File: config.mk
export PLATFORM = sky130hd
export DESIGN_NAME = serdesphy_prbs_test_ctrl
export DESIGN_NICKNAME = d
export VERILOG_FILES = /design/src/rtl/serdesphy_prbs_test_ctrl.sv
export SDC_FILE = /design/constraint.sdc
export NUM_CORES = 1
export LEC_CHECK = 0
export ABC_AREA = 1
export CAP_MARGIN = 40
export CORE_MARGIN = 3
export CORE_UTILIZATION = 35
export DETAILED_ROUTE_END_ITERATION = 12
export PLACE_DENSITY_LB_ADDON = 0.2
export SETUP_SLACK_MARGIN = 0.4
export SLEW_MARGIN = 10
export SYNTH_ARGS = -nofsm -noshare
export SYNTH_HDL_FRONTEND = slang
export SYNTH_SLANG_ARGS = --single-unit
File: constraint.sdc
create_clock -name clk -period 2.15 [get_ports clk]
set_input_delay 0.215 -clock clk [delete_from_list [all_inputs] [get_ports clk]]
set_output_delay 0.215 -clock clk [all_outputs]
set_load 0.005 [all_outputs]
File: src/rtl/serdesphy_prbs_test_ctrl.sv
// Sequencer for the RX PRBS-7 checker: align, qualify lock, measure a word window, report.
// Optional idle-word watchdog is built when SERDESPHY_PRBS_CTRL_TIMEOUT_EN is defined.
module serdesphy_prbs_test_ctrl #(
   parameter int unsigned LOCK_WORDS     = 16,
   parameter int unsigned MAX_RETRY      = 3,
   parameter int unsigned TIMEOUT_CYCLES = 4096
) (
   input  logic        clk,
   input  logic        rst,
   input  logic        start,
   input  logic        abort,
   input  logic [15:0] window_len,
   input  logic [7:0]  chk_error_count,
   input  logic        chk_busy,
   output logic        chk_enable,
   output logic        chk_reset_alignment,
   output logic        chk_reset_counter,
   output logic        busy,
   output logic        done,
   output logic        pass,
   output logic        lock_fail,
   output logic        timeout,
   output logic [7:0]  result_errors,
   output logic [15:0] words_checked,
   output logic [1:0]  retry_count
);
   typedef enum logic [2:0] {
      StIdle, StAlign, StClrA, StAcquire, StClrM, StMeasure, StDone
   } state_e;

   localparam logic [15:0] LockLast = 16'(LOCK_WORDS - 1);
   localparam logic [1:0]  MaxRetry = 2'(MAX_RETRY);

   state_e      state_q, state_d;
   logic [15:0] window_q, window_d;
   logic [15:0] clean_q, clean_d;
   logic [15:0] words_q, words_d;
   logic [7:0]  baseline_q, baseline_d;
   logic [7:0]  result_q, result_d;
   logic [1:0]  retry_q, retry_d;
   logic        done_q, done_d, pass_q, pass_d;
   logic        lock_fail_q, lock_fail_d, timeout_q, timeout_d;
   logic        enable_q, enable_d, rst_align_q, rst_align_d;
   logic        rst_cnt_q, rst_cnt_d, busy_q, busy_d;
   logic        chk_busy_q;
   logic        word_edge, wd_expired;
   logic [15:0] window_eff;

   assign word_edge  = chk_busy & ~chk_busy_q;
   assign window_eff = (window_q == 16'd0) ? 16'd1 : window_q;

`ifdef SERDESPHY_PRBS_CTRL_TIMEOUT_EN
   localparam logic [15:0] WdLast = 16'(TIMEOUT_CYCLES - 1);
   logic [15:0] wd_q;
   logic        watching;

   assign watching = (state_q == StAcquire) || (state_q == StMeasure);

   always_ff @(posedge clk or posedge rst) begin
      if (rst) begin
         wd_q <= '0;
      end else if (!watching || word_edge) begin
         wd_q <= '0;
      end else begin
         wd_q <= wd_q + 16'd1;
      end
   end

   assign wd_expired = watching && !word_edge && (wd_q == WdLast);
`else
   logic unused_wd_cfg;
   assign unused_wd_cfg = ^TIMEOUT_CYCLES;
   assign wd_expired    = 1'b0;
`endif

   always_comb begin
      state_d     = state_q;
      window_d    = window_q;
      clean_d     = clean_q;
      words_d     = words_q;
      baseline_d  = baseline_q;
      result_d    = result_q;
      retry_d     = retry_q;
      done_d      = done_q;
      pass_d      = pass_q;
      lock_fail_d = lock_fail_q;
      timeout_d   = timeout_q;
      if (abort) begin
         state_d     = StIdle;
         done_d      = 1'b0;
         pass_d      = 1'b0;
         lock_fail_d = 1'b0;
         timeout_d   = 1'b0;
      end else begin
         unique case (state_q)
            StIdle, StDone: begin
               if (start) begin
                  state_d     = StAlign;
                  window_d    = window_len;
                  done_d      = 1'b0;
                  pass_d      = 1'b0;
                  lock_fail_d = 1'b0;
                  timeout_d   = 1'b0;
                  retry_d     = '0;
                  words_d     = '0;
                  result_d    = '0;
               end
            end
            StAlign: state_d = StClrA;
            StClrA: begin
               baseline_d = '0;
               clean_d    = '0;
               state_d    = StAcquire;
            end
            StAcquire: begin
               // Any movement of the error counter breaks the clean run and forces a realign.
               if (chk_error_count != baseline_q) begin
                  baseline_d = chk_error_count;
                  clean_d    = '0;
                  if (retry_q < MaxRetry) begin
                     retry_d = retry_q + 2'd1;
                     state_d = StAlign;
                  end else begin
                     state_d     = StDone;
                     done_d      = 1'b1;
                     lock_fail_d = 1'b1;
                     pass_d      = 1'b0;
                  end
               end else if (wd_expired) begin
                  state_d   = StDone;
                  done_d    = 1'b1;
                  timeout_d = 1'b1;
                  pass_d    = 1'b0;
               end else if (word_edge) begin
                  if (clean_q == LockLast) state_d = StClrM;
                  else clean_d = clean_q + 16'd1;
               end
            end
            StClrM: state_d = StMeasure;
            StMeasure: begin
               if (word_edge) begin
                  words_d = words_q + 16'd1;
                  if ((words_q + 16'd1) == window_eff) begin
                     state_d  = StDone;
                     done_d   = 1'b1;
                     result_d = chk_error_count;
                     pass_d   = (chk_error_count == 8'd0);
                  end
               end else if (wd_expired) begin
                  state_d   = StDone;
                  done_d    = 1'b1;
                  timeout_d = 1'b1;
                  pass_d    = 1'b0;
               end
            end
            default: state_d = StIdle;
         endcase
      end
      // Checker controls are decoded from the next state so they are registered outputs.
      enable_d    = state_d inside {StAcquire, StClrM, StMeasure};
      rst_align_d = (state_d == StAlign);
      rst_cnt_d   = state_d inside {StClrA, StClrM};
      busy_d      = !(state_d inside {StIdle, StDone});
   end

   always_ff @(posedge clk or posedge rst) begin
      if (rst) begin
         state_q     <= StIdle;
         window_q    <= '0;
         clean_q     <= '0;
         words_q     <= '0;
         baseline_q  <= '0;
         result_q    <= '0;
         retry_q     <= '0;
         done_q      <= 1'b0;
         pass_q      <= 1'b0;
         lock_fail_q <= 1'b0;
         timeout_q   <= 1'b0;
         enable_q    <= 1'b0;
         rst_align_q <= 1'b0;
         rst_cnt_q   <= 1'b0;
         busy_q      <= 1'b0;
         chk_busy_q  <= 1'b0;
      end else begin
         state_q     <= state_d;
         window_q    <= window_d;
         clean_q     <= clean_d;
         words_q     <= words_d;
         baseline_q  <= baseline_d;
         result_q    <= result_d;
         retry_q     <= retry_d;
         done_q      <= done_d;
         pass_q      <= pass_d;
         lock_fail_q <= lock_fail_d;
         timeout_q   <= timeout_d;
         enable_q    <= enable_d;
         rst_align_q <= rst_align_d;
         rst_cnt_q   <= rst_cnt_d;
         busy_q      <= busy_d;
         chk_busy_q  <= chk_busy;
      end
   end

   assign chk_enable          = enable_q;
   assign chk_reset_alignment = rst_align_q;
   assign chk_reset_counter   = rst_cnt_q;
   assign busy                = busy_q;
   assign done                = done_q;
   assign pass                = pass_q;
   assign lock_fail           = lock_fail_q;
   assign timeout             = timeout_q;
   assign result_errors       = result_q;
   assign words_checked       = words_q;
   assign retry_count         = retry_q;
endmodule
## After elaboration in Yosys (flattened, before gate mapping)

Index checks and enable logic that the tools add are counted.

- Register bits: 78
- Bits in latches: 0
- Bits in writable memories: 0
- Bits in read-only memories: 0
- Input port bits: 29
- Output and inout bits: 34
- Logic and storage cells: 119
- Memories: 0

- Add/sub/neg operators: 3
- Multiply operators: 0
- Divide/modulo/power cells: 0
- Order comparisons: 1
- Equality and inequality tests: 27
- Shift-type cells: 0
- Muxes and demuxes: 44
- Bitwise operators: 3
- Reduce and logical (&&, ||, !) cells: 25

Operators with widths:

| cell | count |
|---|---|
| $mux W16 | 6 |
| $pmux W16 S2 | 2 |
| $add A16 B1 Y16 const B | 2 |
| $mux W8 | 4 |
| $pmux W8 S2 | 2 |
| $mux W3 | 8 |
| $ne A3 B3 Y1 const B | 7 |
| $eq A3 B3 Y1 const B | 6 |
| $pmux W3 S6 | 1 |
| $eq A16 B16 Y1 | 1 |
| $eq A16 B4 Y1 const B | 1 |
| $logic_not A16 Y1 | 1 |
| $mux W1 | 14 |
| $reduce_bool A2 Y1 | 7 |
| $eq A3 B2 Y1 const B | 4 |
| $reduce_and A4 Y1 | 3 |
| $ne A2 B2 Y1 const B | 5 |
| $reduce_and A5 Y1 | 2 |
| $logic_not A8 Y1 | 1 |
| $ne A8 B8 Y1 | 1 |
| $eq A3 B1 Y1 const B | 2 |
| $logic_not A3 Y1 | 2 |
| $mux W2 | 3 |
| $pmux W1 S3 | 2 |
| other kinds (13) | 16 |

## Longest topological paths before layout

Gate-level depths: netlist of run 1.

- Depth in word-level cells: 10
- Gate-level depth with buffers: 18

## Worst setup path before layout of run 1

Ideal clock, no wire load.

- Path type: reg2reg
- Start: reg words_q[0], in the netlist words_checked[0]
- End: reg result_q[0], in the netlist result_errors[0]
- Data arrival time: 1964 ps
- Data required time: 2033 ps
- Path slack: 69 ps
- Cell stages (with the launch flop): 17
- Path buffers: 0
- Cells stage by stage: dfrtp_1 -> ha_1 -> nand2_2 -> nor2_4 -> nand2_1 -> nand2_1 -> nand2_1 -> nand2_1 -> nand3_1 -> nor2_1 -> nand2_1 -> nor2_2 -> nand2_2 -> o21ai_4 -> nand2_4 -> nand2_1 -> nand2_1

- Cells in the longest elaborated chain, start to end: 4

Ends and longest elaborated chain:

| element | line | source |
|---|---|---|
| start: declaration | 37 | `logic [15:0] words_q, words_d;` |
| start signal: assignment | 188 | `words_q <= words_d;` |
| $add A16 B1 Y16 | 143 | `if ((words_q + 16'd1) == window_eff) begin` |
| $eq A16 B16 Y1 | 143 |  |
| $ne A2 B2 Y1 (no source line) | -- |  |
| $reduce_and A5 Y1 (no source line) | -- |  |
| end signal: assignment | 190 | `result_q <= result_d;` |
| end: declaration | 39 | `logic [7:0] result_q, result_d;` |

No other way between the ends.
A chain may end at the register's enable or synchronous reset.

## Final worst setup path of run 1

- Start: reg words_q[0], in the netlist words_checked[0]
- End: reg result_q[1], in the netlist result_errors[1]

Same word-level chain as after synthesis.

==> results of run 1 <==
[cell families after synthesis]
group | synth area share
simple gates | 0.343
buf+inv | 0.0862
compound gates | 0.100
flops | 0.445
xor+xnor | 0.00810
fa+ha+maj | 0.00868
mux | 0.00781
other cells | 0.000867
[repair_timing]
| action | 4_1_cts | 5_1_grt |
|---|---|---|
| resized for setup | 41 | 170 |
| pin swaps | 20 | 55 |
| gates cloned | 1 | 4 |
| setup endpoints to repair | 47 | 67 |
| setup buffers | 9 | 22 |
[power groups by stage]
| stage | Combinational [mW] | Clock, mW | Sequential [mW] |
|---|---|---|---|
| after global placement | 1.04 | 0 | 1.84 |
| final | 1.46 | 1.42 | 1.84 |
| after CTS | 1.13 | 1.45 | 1.82 |
| after global routing | 1.61 | 1.51 | 1.87 |
| after detailed placement | 1.06 | 0 | 1.85 |
| after floorplan | 0.675 | 0 | 1.80 |
[sequential cells by signal, summed over array words and instances (netlist names)]
| signal | count |
|---|---|
| clean_q | 16 |
| window_q | 16 |
| words_checked | 16 |
| baseline_q | 8 |
| result_errors | 8 |
| state_q | 3 |
| retry_count | 2 |
| busy | 1 |
| chk_busy_q | 1 |
| chk_enable | 1 |
| chk_reset_alignment | 1 |
| chk_reset_counter | 1 |
| done | 1 |
| lock_fail | 1 |
| pass | 1 |
[Yosys cell counts]
master and n:
nand3_2 1, inv_2 3, nand3_1 72, o21ai_0 30, nor4_1 3, o211ai_1 1, nand4_1 16, o21a_1 2
buf_4 1, clkbuf_1 11, nor2_2 6, and2_1 1, nand2_1 152, buf_2 1, xor2_1 2, nor2_1 68
ha_1 3, inv_1 82, dfrtp_1 77, o22ai_1 9, a22oi_1 1, xnor2_1 2, a21oi_1 25, nor2_4 2
nor3_2 1, nand2_2 5, and3_1 1, a211oi_1 1, o21ai_1 3, nor3b_1 1, nor3_1 7, mux2_2 3
nand2_4 1, o211a_1 2, conb_1 1, o21ai_4 1, a31oi_1 2
[layout by cell type (no fill, tap or decap), types with 14 or more instances in the layout]
cell type,synthesis,layout
buf_4,1,73
nand3_2,1,22
nor2_1,68,52
nand2_1,152,126
clkdlybuf4s50_1,0,52
dfrtp_1,77,72
o21ai_1,3,15
nand4_1,16,16
nand2_2,5,21
nor2_4,2,15
a21oi_1,25,17
inv_1,82,66
nand3_1,72,46
buf_6,0,16
inv_2,3,14
[area by class of cell]
| type | instances | area (sq um) |
|---|---|---|
| fillers | 1047 | 4910 |
| repair buffers | 156 | 1480 |
| flip-flops and latches | 77 | 1930 |
| clock inverters | 2 | 10.0 |
| well taps | 164 | 205 |
| multi-input cells | 426 | 2620 |
| clock buffers | 12 | 256 |
| inverters | 85 | 334 |
[metrics by stage]
step	cell area, sq um	utilization	setup WS, ps	setup TNS [ps]
CTS	6100	0.519	-14.1	-44.7
global placement	5590	0.475	-41.8	-329
global route	6850	0.582	-194	-2130
detailed placement	5590	0.475	-92.7	-780
floorplan	4340	-	83.4	0
finish	6850	0.582	-118	-1120
[layer usage]
layer  track usage  vias up  part of all wire
met5             0        -                 0
met1         0.262     2203              0.46
met4        0.0696        0             0.016
met2         0.288      114              0.48
met3        0.0396       14             0.047
li1              -     2269                 -
[worst min path at each step]
stage / start / end / slack [ps] / cells past startpoint
3_3_place_gp: result_errors[4]$_DFFE_PP0P_ / result_errors[4]$_DFFE_PP0P_ / 460 / 2
2_1_floorplan: chk_busy / chk_busy_q$_DFF_PP0_ / 250 / 0
6_report: rst / words_checked[3]$_DFFE_PP0P_ / 150 / 2
3_5_place_dp: done$_DFFE_PP0P_ / done$_DFFE_PP0P_ / 460 / 2
4_1_cts: rst / words_checked[3]$_DFFE_PP0P_ / 140 / 2
5_1_grt: rst / words_checked[1]$_DFFE_PP0P_ / 170 / 2
==> summary.md, run 1 <==
| Metric | Value |
|---|---|
| Placer Congestion | 0.917 |
| Setup CP Type | reg2reg |
| Register area share after synthesis | 0.445 |
| HPWL after detailed placement | 8.98 mm |
| Largest net degree at the start of global routing | 33 |
| Global-route wire length before repair | 20.1 mm |
| Status | finished, violations left |
| Sw Share | 0.333 |
| Clk_skew | 6.38 ps |
| Leakage | 3.27 nW |
| # hold bufs at CTS | 0 |
| TritonRoute pass-1 iters | 5 |
| VDD IR-drop max | 367 uV |
| 1st-iter DRT viols | 307 |
| Worst Setup SP | words_checked[0]$_DFFE_PP0P_ |
| Min Tclk post-route | 2270 ps |
| Layout cells sized above 1 | 0.332 |
| TritonCTS clock tree | done |
| Critical Path Sink | result_errors[1]$_DFFE_PP0P_ |
| Worst-Skew Late Latency | approximately 350 ps |
| Worst hold path class | in2async |
| Max-cap check violation count | 0 |
| Reg-to-reg startpoint | words_checked[0]$_DFFE_PP0P_ |
| GRT Residual Overflow | 0 |
| Yosys top cell by area | dfrtp_1 |
| Syn nets | 632 |
| CP cell instances | ha_4 -> buf_4 -> xnor2_4 -> xor2_1 -> nand3_1 -> nor2_1 -> nand2_1 -> nor2_4 -> nand2_4 -> o21ai_4 -> nand2_4 -> nand2_1 -> nand2_1 |
| Area Overhead vs Synth | 58.3% |
| Tot Pwr | 4.72 mW |
| Nets | 787 |
| Sink Count | 77 |
| Vias in the first global route | 4252 |
| Final Max Slew Viols | 0 |
| Layout Cells excl Fill | 922 |
| Sequential Power Share | 0.389 |
| H-tree Lvls | 3 |
| Diodes inserted | 0 |
| Synth unique cells | 37 |
| WP depth | 13 |
| GRT Util Overall | 0.188 |
| Crit path setup slack, layout | -118 ps |
| Warnings, synthesis | 0 |
| Routed wire length | 13.4 mm |
| Final hold viol count | 0 |
| Req. time, crit path | 2390 ps |
| Vias per cell | 4.99 |
| Syn avg cell area | 7.21 sq um |
| Failing checks | setup timing |
| Buf/Inv on CP | 1 |
| Worst hold margin | 145 ps |
| Via count | 4600 |
| Comb power frac | 0.310 |
| CP max FO | 8 |
| Synth Cell Area | 4330 sq um |
| Num ports | 63 |
| Initial core utilization | 0.368 |
| Crit. End Element | flip-flop |
| Delay of the slowest critical-path stage | 420 ps |
| Port Buffer Count | 61 |
| Die height | about 120 microns |
| Placed cells | 872 |
| Crit share post-route | 1.06 |
| Initial antenna violation count | 0 |
| Int Power | 3.15 mW |
| Most Frequent Cell on Critical Path | nand2_1 |
| CP max stage cell | dfrtp_1 |
| Top post-synthesis cells by area | dfrtp_1 45%, nand2_1 13%, nand3_1 8.3% |
| Die Wd | 117 microns |
| Root Driver | clkbuf_16 |
| PwrDens | 690 nW/um^2 |
| R2R cell count | 13 |
| Worst Setup Start Kind | flip-flop |
| WP data arrival | 2510 ps |
| Setup violation total in the final timing report | 13 |
| Antenna viol nets, final | 0 |
| DIE AREA | 13700 sq um |
| Clock tree buffer depth | 2 |
| Clk slew on worst S/H paths | 60 ps |
| CP top delay family | simple AND/OR/NAND/NOR gates |
| Clk pwr share | 0.301 |
| Psw | ~1.6 mW |
| WL/cell | 14.5 microns |
| CTS buffer count | 9 |
| Row cnt | 39 |
| DRC | 0 |
| Post-synth top area share | 0.445 |
| R2r setup slk | -120 ps |
| Core area | around 12000 sq um |
| RSZ-0062 raised after global routing | yes |
| Cell count after synthesis | 600 |
| Fmax | 441 MHz |
| FF+latch count, synth | 77 |
| Reg2reg end | result_errors[1]$_DFFE_PP0P_ |
(Power assumes the default switching activity.)
==> inputs of run 2 (changes only) <==
CORE_MARGIN = not set   (was 3)
==> summary.md, run 2 (synthesized netlist as in run 1, its figures left out) <==
| Metric | Value |
|---|---|
| Reg2reg end | result_errors[7]$_DFFE_PP0P_ |
| Diodes inserted | 0 (unchanged) |
| CP max FO | 8 (unchanged) |
| RSZ-0062 raised after global routing | yes |
| Sink Count | 77 (unchanged) |
| Nets | 762 (-3.2%) |
| Vias in the first global route | 4273 (+0.49%) |
| PwrDens | 714 nW/um^2 (+3.4%) |
| Worst-Skew Late Latency | 340 ps (about the same) |
| Status | finished, violations left |
| Crit. End Element | flip-flop |
| Setup TNS Final | -773 ps (+342 ps) |
| Failing checks | setup timing |
| R2R cell count | 16 (+3) |
| R2r setup slk | -80 ps (+40 ps) |
| GRT Residual Overflow | 0 (unchanged) |
| Via count | 4479 (-2.6%) |
| Clock tree buffer depth | 2 (unchanged) |
| DIE AREA | 12800 sq um (-6.7%) |
| Fmax | 448 MHz (+1.6%) |
| Final Max Slew Viols | 0 (unchanged) |
| Initial core utilization | 0.360 (-0.00770) |
| Die Wd | 113 microns (-3.4%) |
| WL/cell | 14.3 microns (-1.6%) |
| Most frequent cells in the layout | 135 x nand2_1, 72 x inv_1, 72 x dfrtp_1 |
| Final core occ | 0.536 (-0.0456) |
| GRT Util Overall | 0.196 (+0.00863) |
| Vias per cell | 5.09 (+2.0%) |
| Filler cells | 1136 (+8.5%) |
| Initial antenna violation count | 0 (unchanged) |
| Reg-to-reg startpoint | words_checked[1]$_DFFE_PP0P_ |
| Least-Margin Pin Slew | just over 500 ps |
| Worst Setup Start Kind | flip-flop |
| TritonCTS clock tree | done |
| Clk slew on worst S/H paths | 60 ps (about the same) |
| Min Tclk post-route | 2230 ps (-35.9 ps) |
| Placer Congestion | 0.873 (-4.9%) |
| Max-cap check violation count | 0 (unchanged) |
| Antenna viol nets, final | 0 (unchanged) |
| Setup violation total in the final timing report | 12 (-1) |
| Area Overhead vs Synth | 49.0% |
| 1st-iter DRT viols | 221 (-28%) |
| Critical Path Sink | result_errors[7]$_DFFE_PP0P_ |
| Worst hold margin | 184 ps (+38.7 ps) |
| Final hold viol count | 0 (unchanged) |
| Root Driver | clkbuf_16 |
| Num ports | 63 (unchanged) |
| CTS buffer count | 9 (unchanged) |
| Crit path setup slack, layout | -82.5 ps (+35.9 ps) |
| Global-route wire length before repair | 19.7 mm (-1.8%) |
| Core area | 12000 sq um (+2.1%) |
| DRC | 0 (unchanged) |
| VDD IR-drop max | 309 uV (-16%) |
| Port Buffer Count | 61 (unchanged) |
| Worst Setup SP | words_checked[1]$_DFFE_PP0P_ |
| Layout cells sized above 1 | 0.267 (-0.0651) |
| HPWL after detailed placement | 8.66 mm (-3.6%) |
| Routed wire length | 12.6 mm (-6.1%) |
| Tot Pwr | 4.60 mW (-2.7%) |
| TritonRoute pass-1 iters | 5 (unchanged) |
| H-tree Lvls | 3 (unchanged) |
| Row cnt | 40 (+2.6%) |
| # hold bufs at CTS | 0 (unchanged) |
| Req. time, crit path | 2430 ps (+40 ps) |
| Clk_skew | 5.86 ps (-0.516 ps) |
| Crit share post-route | 1.04 (-0.0167) |
| Die height | 113 microns (-3.4%) |
| Worst hold path class | in2reg |
| Setup CP Type | reg2reg |
| Most common cell after layout, fill and taps aside | nand2_1 |
| Leakage | 3.06 nW (-6.4%) |
| Max-slew headroom | 0.657 |
| Largest net degree at the start of global routing | 26 (-21%) |
| WP data arrival | 2520 ps (about the same) |
[run 2: changes by cell type in the layout (fill, tap and decap cells not counted), moves of 6 or more]
cell,change
buf_4,-19
nand2_1,+9
inv_1,+6
inv_2,-6
nand2_2,-6
o21ai_0,+6
[run 2: per-layer routing]
layer | part of all wire | routed length [microns] | vias up | GRT usage
met5 | 0 | 0 | - | 0
met4 | 0.022 | 276 | 0 | 0.0930
met3 | 0.042 | 533 | 24 | 0.0316
li1 | - | - | 2213 | -
met2 | 0.49 | 6210 | 107 | 0.333
met1 | 0.44 | 5540 | 2135 | 0.245
[run 2: power breakdown]
| group | total (mW) | internal (mW) | leakage [nW] | switching (mW) |
|---|---|---|---|---|
| combinational | 1.26 | 0.542 | 1.91 | 0.722 |
| clock | 1.49 | 0.916 | 0.139 | 0.573 |
| sequential | 1.84 | 1.67 | 1.01 | 0.178 |
| total | 4.60 | 3.12 | 3.06 | 1.47 |
[run 2: final cells by class]
cell class,count,area [sq um],area share
multi-input cells,426,2460,0.382
repair buffers,131,1250,0.194
well taps,147,184,0.0285
clock inverters,2,35.0,0.00544
inverters,85,334,0.0518
clock buffers,12,246,0.0383
flip-flops and latches,77,1930,0.300
[run 2: worst max-delay path, cell delays in order, from the launching register on]
cell and delay (ps):
dfrtp_1 420, ha_4 190, nand2_4 70, nor2_4 190, nand2_2 90, nand2_2 90
nand2_2 50, nand2_1 70, nand3_2 80, nor2_1 90, nand2_1 90, nor2_2 150
nand2_2 110, o21ai_4 180, buf_6 150, nand3_1 60, nand2_1 80
[run 2: repair_timing]
action,CTS,global route
cloned,1,1
gates resized for setup,33,122
buffers inserted,5,13
endpoints found under the setup margin,49,70
pin swaps,16,21
[run 2: metrics by stage]
stage,setup slack (ps),instances,instance area (sq um)
CTS,-52.3,866,5940
detailed placement,-91.5,846,5500
finish,-82.5,880,6440
global placement,-22.7,846,5500
global route,-254,880,6440
floorplan,83.4,600,4340
[run 2: how the worst min path moves through the flow]
stage                                             from  cells past startpoint                      endpoint  slack, ps
final                               chk_error_count[3]                      3     baseline_q[3]$_DFFE_PP0P_        180
after floorplan                               chk_busy                      0          chk_busy_q$_DFF_PP0_        250
after global placement    result_errors[0]$_DFFE_PP0P_                      2  result_errors[0]$_DFFE_PP0P_        460
after global routing                chk_error_count[3]                      3     baseline_q[3]$_DFFE_PP0P_        200
after CTS                                          rst                      2        clean_q[9]$_DFFE_PP0P_        270
after detailed placement  result_errors[0]$_DFFE_PP0P_                      2  result_errors[0]$_DFFE_PP0P_        470
